## config.mk

```make
export PLATFORM = sky130hd
export DESIGN_NAME = pipelined_carry_skip_adder
export DESIGN_NICKNAME = d
export VERILOG_FILES = /design/src/rtl/pipelined_carry_skip_adder.sv
export SDC_FILE = /design/constraint.sdc
export NUM_CORES = 1
export LEC_CHECK = 0
export BUFFER_PORTS_ARGS = -buffer_cell sky130_fd_sc_hd__buf_2
export CAP_MARGIN = 20
export CORE_ASPECT_RATIO = 1.4
export CORE_MARGIN = 4
export CORE_UTILIZATION = 35
export CTS_CLUSTER_DIAMETER = 40
export DETAILED_ROUTE_END_ITERATION = 8
export PLACE_DENSITY = 0.69
export SETUP_SLACK_MARGIN = 0.4
export SLEW_MARGIN = 20
export SYNTH_ARGS = -nofsm -noshare
export SYNTH_HDL_FRONTEND = slang
export SYNTH_SLANG_ARGS = --single-unit
```

## constraint.sdc

```tcl
create_clock -name clk_i -period 3.65 [get_ports clk_i]
set_input_delay 0.1825 -clock clk_i [delete_from_list [all_inputs] [get_ports clk_i]]
set_output_delay 0.1825 -clock clk_i [all_outputs]
set_load 0.01 [all_outputs]
```

## src/rtl/pipelined_carry_skip_adder.sv

```systemverilog
// Pipelined signed carry-skip adder/subtractor with a global-stall valid/ready pipeline.
// Optional macro CSA_OVF_CNT_EN adds a saturating counter of handshaken overflow results.
module csa_group #(
    parameter int BLOCK = 4
) (
    input  logic [BLOCK-1:0] a,
    input  logic [BLOCK-1:0] b,
    input  logic             cin,
    output logic [BLOCK-1:0] sum,
    output logic             cout
);
    logic rip;
    logic p;

    always_comb begin
        sum = '0;
        rip = cin;
        for (int i = 0; i < BLOCK; i++) begin
            sum[i] = a[i] ^ b[i] ^ rip;
            rip    = (a[i] & b[i]) | (rip & (a[i] ^ b[i]));
        end
    end

    assign p    = &(a ^ b);
    assign cout = p ? cin : rip;
endmodule

module csa_slice #(
    parameter int SLICE = 8,
    parameter int BLOCK = 4
) (
    input  logic [SLICE-1:0] a,
    input  logic [SLICE-1:0] b,
    input  logic             cin,
    output logic [SLICE-1:0] sum,
    output logic             cout
);
    localparam int NG = SLICE / BLOCK;

    for (genvar g = 0; g < NG; g++) begin : grp
        logic ci;
        logic co;
        if (g == 0) begin : g_first
            assign ci = cin;
        end else begin : g_chain
            assign ci = grp[g-1].co;
        end
        csa_group #(.BLOCK(BLOCK)) u_grp (
            .a   (a[g*BLOCK +: BLOCK]),
            .b   (b[g*BLOCK +: BLOCK]),
            .cin (ci),
            .sum (sum[g*BLOCK +: BLOCK]),
            .cout(co)
        );
    end

    assign cout = grp[NG-1].co;
endmodule

module pipelined_carry_skip_adder #(
    parameter int WIDTH  = 16,
    parameter int BLOCK  = 4,
    parameter int STAGES = 2
) (
    input  logic             clk_i,
    input  logic             rst_i,
    input  logic             in_valid_i,
    output logic             in_ready_o,
    input  logic [WIDTH-1:0] a_i,
    input  logic [WIDTH-1:0] b_i,
    input  logic             cin_i,
    input  logic             sub_i,
    output logic             out_valid_o,
    input  logic             out_ready_i,
    output logic [WIDTH:0]   sum_o,
    output logic             cout_o,
    output logic             ovf_o
`ifdef CSA_OVF_CNT_EN
    ,
    output logic [15:0]      ovf_cnt_o
`endif
);
    localparam int SLICE = WIDTH / STAGES;
    localparam int LAST  = STAGES - 1;

    typedef struct packed {
        logic [WIDTH:0] sum;
        logic           cout;
        logic           ovf;
    } rsp_t;

    logic              advance;
    logic [WIDTH-1:0]  b_x;
    logic              c0;
    logic [STAGES:1]   vld_pipe;
    rsp_t              rsp_d;
    rsp_t              rsp_q;

    assign advance     = !vld_pipe[STAGES] || out_ready_i;
    assign in_ready_o  = advance;
    assign out_valid_o = vld_pipe[STAGES];

    // Subtraction is A + ~B + ~borrow, so the borrow-in inverts along with B.
    assign b_x = sub_i ? ~b_i : b_i;
    assign c0  = sub_i ? ~cin_i : cin_i;

    always_ff @(posedge clk_i) begin
        if (rst_i) begin
            vld_pipe <= '0;
        end else if (advance) begin
            vld_pipe[1] <= in_valid_i;
            for (int k = 2; k <= STAGES; k++) vld_pipe[k] <= vld_pipe[k-1];
        end
    end

    // Block k works on slice k; its inputs are the still-unconsumed upper operand bits.
    for (genvar k = 0; k < STAGES; k++) begin : stg
        localparam int LO = k * SLICE;
        localparam int RW = WIDTH - LO;

        logic [RW-1:0]       a_in;
        logic [RW-1:0]       b_in;
        logic                c_in;
        logic [SLICE-1:0]    s;
        logic                co;
        logic [LO+SLICE-1:0] sum_acc;

        csa_slice #(.SLICE(SLICE), .BLOCK(BLOCK)) u_slice (
            .a   (a_in[SLICE-1:0]),
            .b   (b_in[SLICE-1:0]),
            .cin (c_in),
            .sum (s),
            .cout(co)
        );

        if (k == 0) begin : g_in
            assign a_in    = a_i;
            assign b_in    = b_x;
            assign c_in    = c0;
            assign sum_acc = s;
        end else begin : g_reg
            logic [RW-1:0] a_q;
            logic [RW-1:0] b_q;
            logic          c_q;
            logic [LO-1:0] ps_q;

            always_ff @(posedge clk_i) begin
                if (advance) begin
                    a_q  <= stg[k-1].a_in[RW+SLICE-1:SLICE];
                    b_q  <= stg[k-1].b_in[RW+SLICE-1:SLICE];
                    c_q  <= stg[k-1].co;
                    ps_q <= stg[k-1].sum_acc;
                end
            end

            assign a_in    = a_q;
            assign b_in    = b_q;
            assign c_in    = c_q;
            assign sum_acc = {s, ps_q};
        end
    end

    // Carry into the MSB is recovered from its sum bit: c = s ^ a ^ b.
    always_comb begin
        rsp_d      = '0;
        rsp_d.cout = stg[LAST].co;
        rsp_d.sum  = {stg[LAST].a_in[SLICE-1] ^ stg[LAST].b_in[SLICE-1] ^ stg[LAST].co,
                      stg[LAST].sum_acc};
        rsp_d.ovf  = stg[LAST].a_in[SLICE-1] ^ stg[LAST].b_in[SLICE-1] ^
                     stg[LAST].s[SLICE-1] ^ stg[LAST].co;
    end

    always_ff @(posedge clk_i) begin
        if (rst_i) rsp_q <= '0;
        else if (advance) rsp_q <= rsp_d;
    end

    assign sum_o  = rsp_q.sum;
    assign cout_o = rsp_q.cout;
    assign ovf_o  = rsp_q.ovf;

`ifdef CSA_OVF_CNT_EN
    always_ff @(posedge clk_i) begin
        if (rst_i) ovf_cnt_o <= '0;
        else if (out_valid_o && out_ready_i && ovf_o && ovf_cnt_o != 16'hFFFF)
            ovf_cnt_o <= ovf_cnt_o + 16'd1;
    end
`endif
endmodule

```

* Yosys cells after proc, flatten, opt, wreduce, memory -nomap -nowiden
Index checks and enable logic that the tools add are counted.
W data, S select, Z words.
** Storage, ports and cells
- Input port bits :: 38
- Output and inout port bits :: 21
- Register bits after elaboration :: 46
** Cells by class
- Multiplexer cells :: 6
- Bitwise operators :: 89
- Reduce and logical (&&, ||, !) cells :: 6
** Operators with widths (number)
- $xor A1 B1 Y1 :: 35
- $and A1 B1 Y1 :: 32
- $mux W16 :: 1
- $not A16 Y16 :: 1
- $or A1 B1 Y1 :: 16
- $reduce_and A4 Y1 :: 4
- $xor A4 B4 Y4 :: 4
- $mux W1 :: 5
- $logic_not A1 Y1 :: 1
- $logic_or A1 B1 Y1 :: 1
- $not A1 Y1 :: 1

* Longest topological paths before layout
- Word-level depth :: 21
- Mapped depth :: 20

* By module
A second synthesis with hierarchy kept.
** Unflattened totals
- Cells, all modules :: 216
- Area total of the unflattened synthesis :: 2401.1 um^2
** By module, submodules not included
- pipelined_carry_skip_adder :: instances 1, cells an instance 136, area an instance 1665.3 um^2
- csa_group :: instances 4, cells an instance 20, area an instance 183.9 um^2

* Worst setup path after synthesis
OpenSTA, ideal clock, no wires.
- Path kind :: reg-to-reg
- Start :: register stg[1].g_reg.a_q[0]
- End :: register rsp_q (netlist bit sum_o[16])
- Slack :: -340 ps
- Data required time :: 3533 ps
- Clock period less this slack :: 3990 ps
- Arrival :: 3873 ps
- Buffers on the path :: 0
- Stages on the path, launching flop included :: 14
- Path through :: edfxtp_1 > fa_1 > fa_1 > fa_1 > fa_1 > mux2_4 > fa_1 > fa_1 > inv_1 > fa_1 > fa_1 > nor2b_1 > nor3_1 > a32o_2
** Between the ends
- Cells in the longest elaborated chain, start to end :: 20
** RTL lines
- start, declared :: line 142 : logic [RW-1:0] a_q;
- start signal, assigned :: line 149 : a_q <= stg[k-1].a_in[RW+SLICE-1:SLICE];
- $xor A1 B1 Y1 :: line 20 : rip = (a[i] & b[i]) | (rip & (a[i] ^ b[i]));
- $and A1 B1 Y1 :: line 20
- $or A1 B1 Y1 :: line 20
- $and A1 B1 Y1 :: line 20
- $or A1 B1 Y1 :: line 20
- $and A1 B1 Y1 :: line 20
- $or A1 B1 Y1 :: line 20
- $and A1 B1 Y1 :: line 20
- (+4 left out)
- $and A1 B1 Y1 :: line 20
- $or A1 B1 Y1 :: line 20
- $and A1 B1 Y1 :: line 20
- $or A1 B1 Y1 :: line 20
- $and A1 B1 Y1 :: line 20
- $or A1 B1 Y1 :: line 20
- $mux W1 * :: line 25 : assign cout = p ? cin : rip;
- $xor A1 B1 Y1 * :: line 167 : rsp_d.sum = {stg[LAST].a_in[SLICE-1] ^ stg[LAST].b_in[SLICE-1] ^ stg[LAST].co,
- end signal, assigned :: line 175 : else if (advance) rsp_q <= rsp_d;
- end, declared :: line 97 : rsp_t rsp_q;
Mark *: on every way between the ends. The rest lies on a longest branch, timed or not.
A chain may end at the register's enable or synchronous reset.

* Worst setup path after layout
- Start :: register stg[1].g_reg.a_q[0]
- End :: register rsp_q (netlist bit ovf_o)
** Between the ends
- Cells in the longest elaborated chain, start to end :: 20
** RTL lines
- $xor A1 B1 Y1 :: line 20
- $and A1 B1 Y1 :: line 20
- $or A1 B1 Y1 :: line 20
- $and A1 B1 Y1 :: line 20
- $or A1 B1 Y1 :: line 20
- $and A1 B1 Y1 :: line 20
- $or A1 B1 Y1 :: line 20
- $and A1 B1 Y1 :: line 20
- (+4 left out)
- $and A1 B1 Y1 :: line 20
- $or A1 B1 Y1 :: line 20
- $and A1 B1 Y1 :: line 20
- $or A1 B1 Y1 :: line 20
- $and A1 B1 Y1 :: line 20
- $or A1 B1 Y1 :: line 20
- $mux W1 :: line 25
- $xor A1 B1 Y1 * :: line 170 : stg[LAST].s[SLICE-1] ^ stg[LAST].co;
Marked as above.

==> results by group <==
Die
  • Die H: 106 um
  • Starting Density: 0.360
  • Horiz. Die Dim: 77.7 um
  • Row count: 35
  • Core ar.: 6610 um^2
  • I/O pin cnt: 59
  • Die ar.: 8200 um^2

Critical path
  • CP cell instances: fa_2, fa_2, fa_2, fa_2, mux2_4, fa_2, fa_2, inv_2, fa_2, fa_2, buf_4, nor2_1, o211ai_1, a31oi_1
  • Worst Path Max Fanout: 3
  • FF-to-FF Start: stg[1].a_in[0]
  • Most common cell on crit path: fa_2
  • CP endpoint kind: flop
  • Critical Path RT: 3810 ps
  • Crit path launch type: flop
  • Worst setup startpoint: stg[1].a_in[0]
  • Worst path arrival time: 4080 ps
  • Crit-path slowest cell: edfxtp_1
  • Critical path class: flop to flop
  • Worst reg2reg setup slack: -260 ps
  • Crit path largest cell delay: 430 ps

Yosys
  • Post-synth cell types: 26
  • Syn Area/Cell: 11.6 um^2
  • Synth Instances: 206
  • Synth top area share: 0.315
  • Ys Warns: 0
  • Number of synthesized register bits: 46
  • Cell taking the most area after synthesis: edfxtp_1
  • Seq/Total Area, Yosys: 0.492
  • Top cells by area, synth: edfxtp_1 (32%), dfxtp_1 (18%), fa_1 (13%)
  • Post-synthesis net count: 276
  • Post-Syn Area: 2380 um^2

Drt
  • Initial DRT Pass Iterations: 4
  • DRT Wirelength: 4410 um
  • Vias after detailed routing: 1565
  • Routed Antenna Nets: 0
  • Residual DRC: 0
  • Average via count per standard cell: 4.29
  • DR iter-0 viols: 95
  • WL/cell: 12.1 um

Placed design
  • GP Congestion: 0.765
  • DPL Wire Length: 3410 um
  • # port buffers: 58
  • Pre-CTS WS: -251 ps

Timing
  • Period utilization: 1.07
  • Clk_skew: 4.86 ps
  • Worst slew pin tran: 859 ps
  • Slew headroom: 0.426
  • Fin worst setup slack: -265 ps
  • Minimum clock period: 3910 ps
  • RSZ-0062 raised after global routing: true
  • Final slew viol count: 0
  • Fmax: 255 MHz
  • Final hold violations: 0
  • Setup violators final: 4

Worst hold path
  • HP Class: primary input to flop
  • Hold_sp: a_i[13]

Final layout
  • Diode count: 0
  • Fillers: 621
  • Most common cell after layout, fill and taps aside: buf_2
  • Share of cells above drive strength 1: 0.407
  • Layout Nets: 342
  • Most frequent cells in the layout: buf_2 (55), nand2_1 (33), edfxtp_1 (25)
  • Area grow syn2layout: 28.1%

Clock network
  • TritonCTS Buffers: 5
  • CTS max path bufs: 2
  • Reg clk slew, reported paths: 80 ps
  • H-tree levels: 2
  • CTS tree: yes
  • Cts hold-fix bufs: 0
  • Worst skew pair latency: 290 ps
  • Root buffer cell: clkbuf_8
  • TritonCTS Sinks: 46

Power and ir drop
  • Power Total: 0.00141 W
  • Max VDD drop: 0.194 mV
  • Leakage Power: 1.40 nW
  • Pwr Density: 464 nW/um^2

Status
  • Status: complete, but fails checks
  • Failing checks: negative setup slack

Global routing
  • First-pass GRT wire length: 7280 um
  • Maximum number of pins on one net before global-route repair: 48
  • Via count of the first global-routing pass: 1589
  • Initial antenna violation count: 0
  • GRT overflow: 0
  • GRT Total Usage: 0.113

Run
  • Maxcap violations: 0
[cells by family (layout without fill, tap and decap cells)]
group	after synthesis	after routing	synth area share
DFF	46	46	0.492
and+or+nand+nor	49	49	0.0936
buffers and inverters	35	102	0.0594
muxes	3	3	0.0147
adders and majority gates	32	32	0.219
AOI/OAI and AO/OA	24	24	0.0589
xor gates and xnor gates	17	17	0.0626
[report_power, final]
group / switching, W / internal, W
combinational: 0.000185 / 0.000173
sequential: 0.0000418 / 0.000646
clock: 0.000166 / 0.000202
[flip-flops by register name (all words and copies together), names as in the netlist]
name / count
sum_o: 17
stg.a_in: 8
stg.c_in: 1
stg.b_in: 8
ovf_o: 1
cout_o: 1
stg.g_reg.ps_q: 8
vld_pipe: 2
[final cells by class]
| cell class | instances | area (um^2) | share of cell area |
|---|---|---|---|
| clock buffer | 5 | 68.8 | 0.0226 |
| clock inverter | 3 | 40.0 | 0.0131 |
| inverter | 27 | 101 | 0.0333 |
| multi-input combinational | 125 | 1170 | 0.383 |
| sequential | 46 | 1170 | 0.384 |
| tap | 92 | 115 | 0.0378 |
| timing repair buffer | 67 | 385 | 0.126 |
[synth_stat cells]
cell,count
a21oi_1,16
o211ai_1,3
nor2b_2,1
buf_1,1
mux2i_1,2
nand4_4,1
nor3_1,3
xor2_1,17
mux2_4,1
nor2_1,5
o21ai_1,1
a211oi_1,2
clkbuf_1,1
fa_1,16
buf_2,5
inv_2,1
inv_1,26
nand2_1,34
dfxtp_1,21
a32o_2,1
a31oi_1,1
edfxtp_1,25
nand4_1,3
ha_1,16
nor2b_1,2
buf_4,1
[worst paths after layout]
check / endpoint / cells after the start
min: stg[1].a_in[5] / 1
max reg2reg: ovf_o / 14
max: ovf_o / 14
min reg2reg: sum_o[6] / 2
[layer usage]
metal | track usage | vias up | wire, um
met5 | 0 | - | 0
met4 | 0.0496 | 0 | 83
met2 | 0.200 | 39 | 2320
li1 | - | 788 | -
met3 | 0.0248 | 4 | 224
met1 | 0.128 | 734 | 1780
[critical path: cells and delay by family (launching register included)]
family / cells / cell delay [ps]
and+or+nand+nor: 1 / 40
AOI/OAI and AO/OA: 2 / 250
DFF: 1 / 430
adders and majority gates: 8 / 2590
muxes: 1 / 280
buffers and inverters: 2 / 180
[metrics by stage]
step / setup TNS (ps) / instances / hold slack [ps] / util / instance area (um^2)
2_1_floorplan: -257 / 206 / 281 / - / 2450
3_3_place_gp: -561 / 355 / 361 / 0.432 / 2860
3_5_place_dp: -926 / 355 / 361 / 0.432 / 2860
4_1_cts: -931 / 363 / 48.3 / 0.450 / 2980
5_1_grt: -1400 / 365 / 37.5 / 0.461 / 3050
6_report: -891 / 365 / 59.3 / 0.461 / 3050
[repair_timing]
action	CTS	global route
pin swaps	5	3
setup endpoints to repair	8	8
gates resized for setup	2	15
cloned	0	0
setup buffers	0	2
Power figures use the tool's default switching activity.
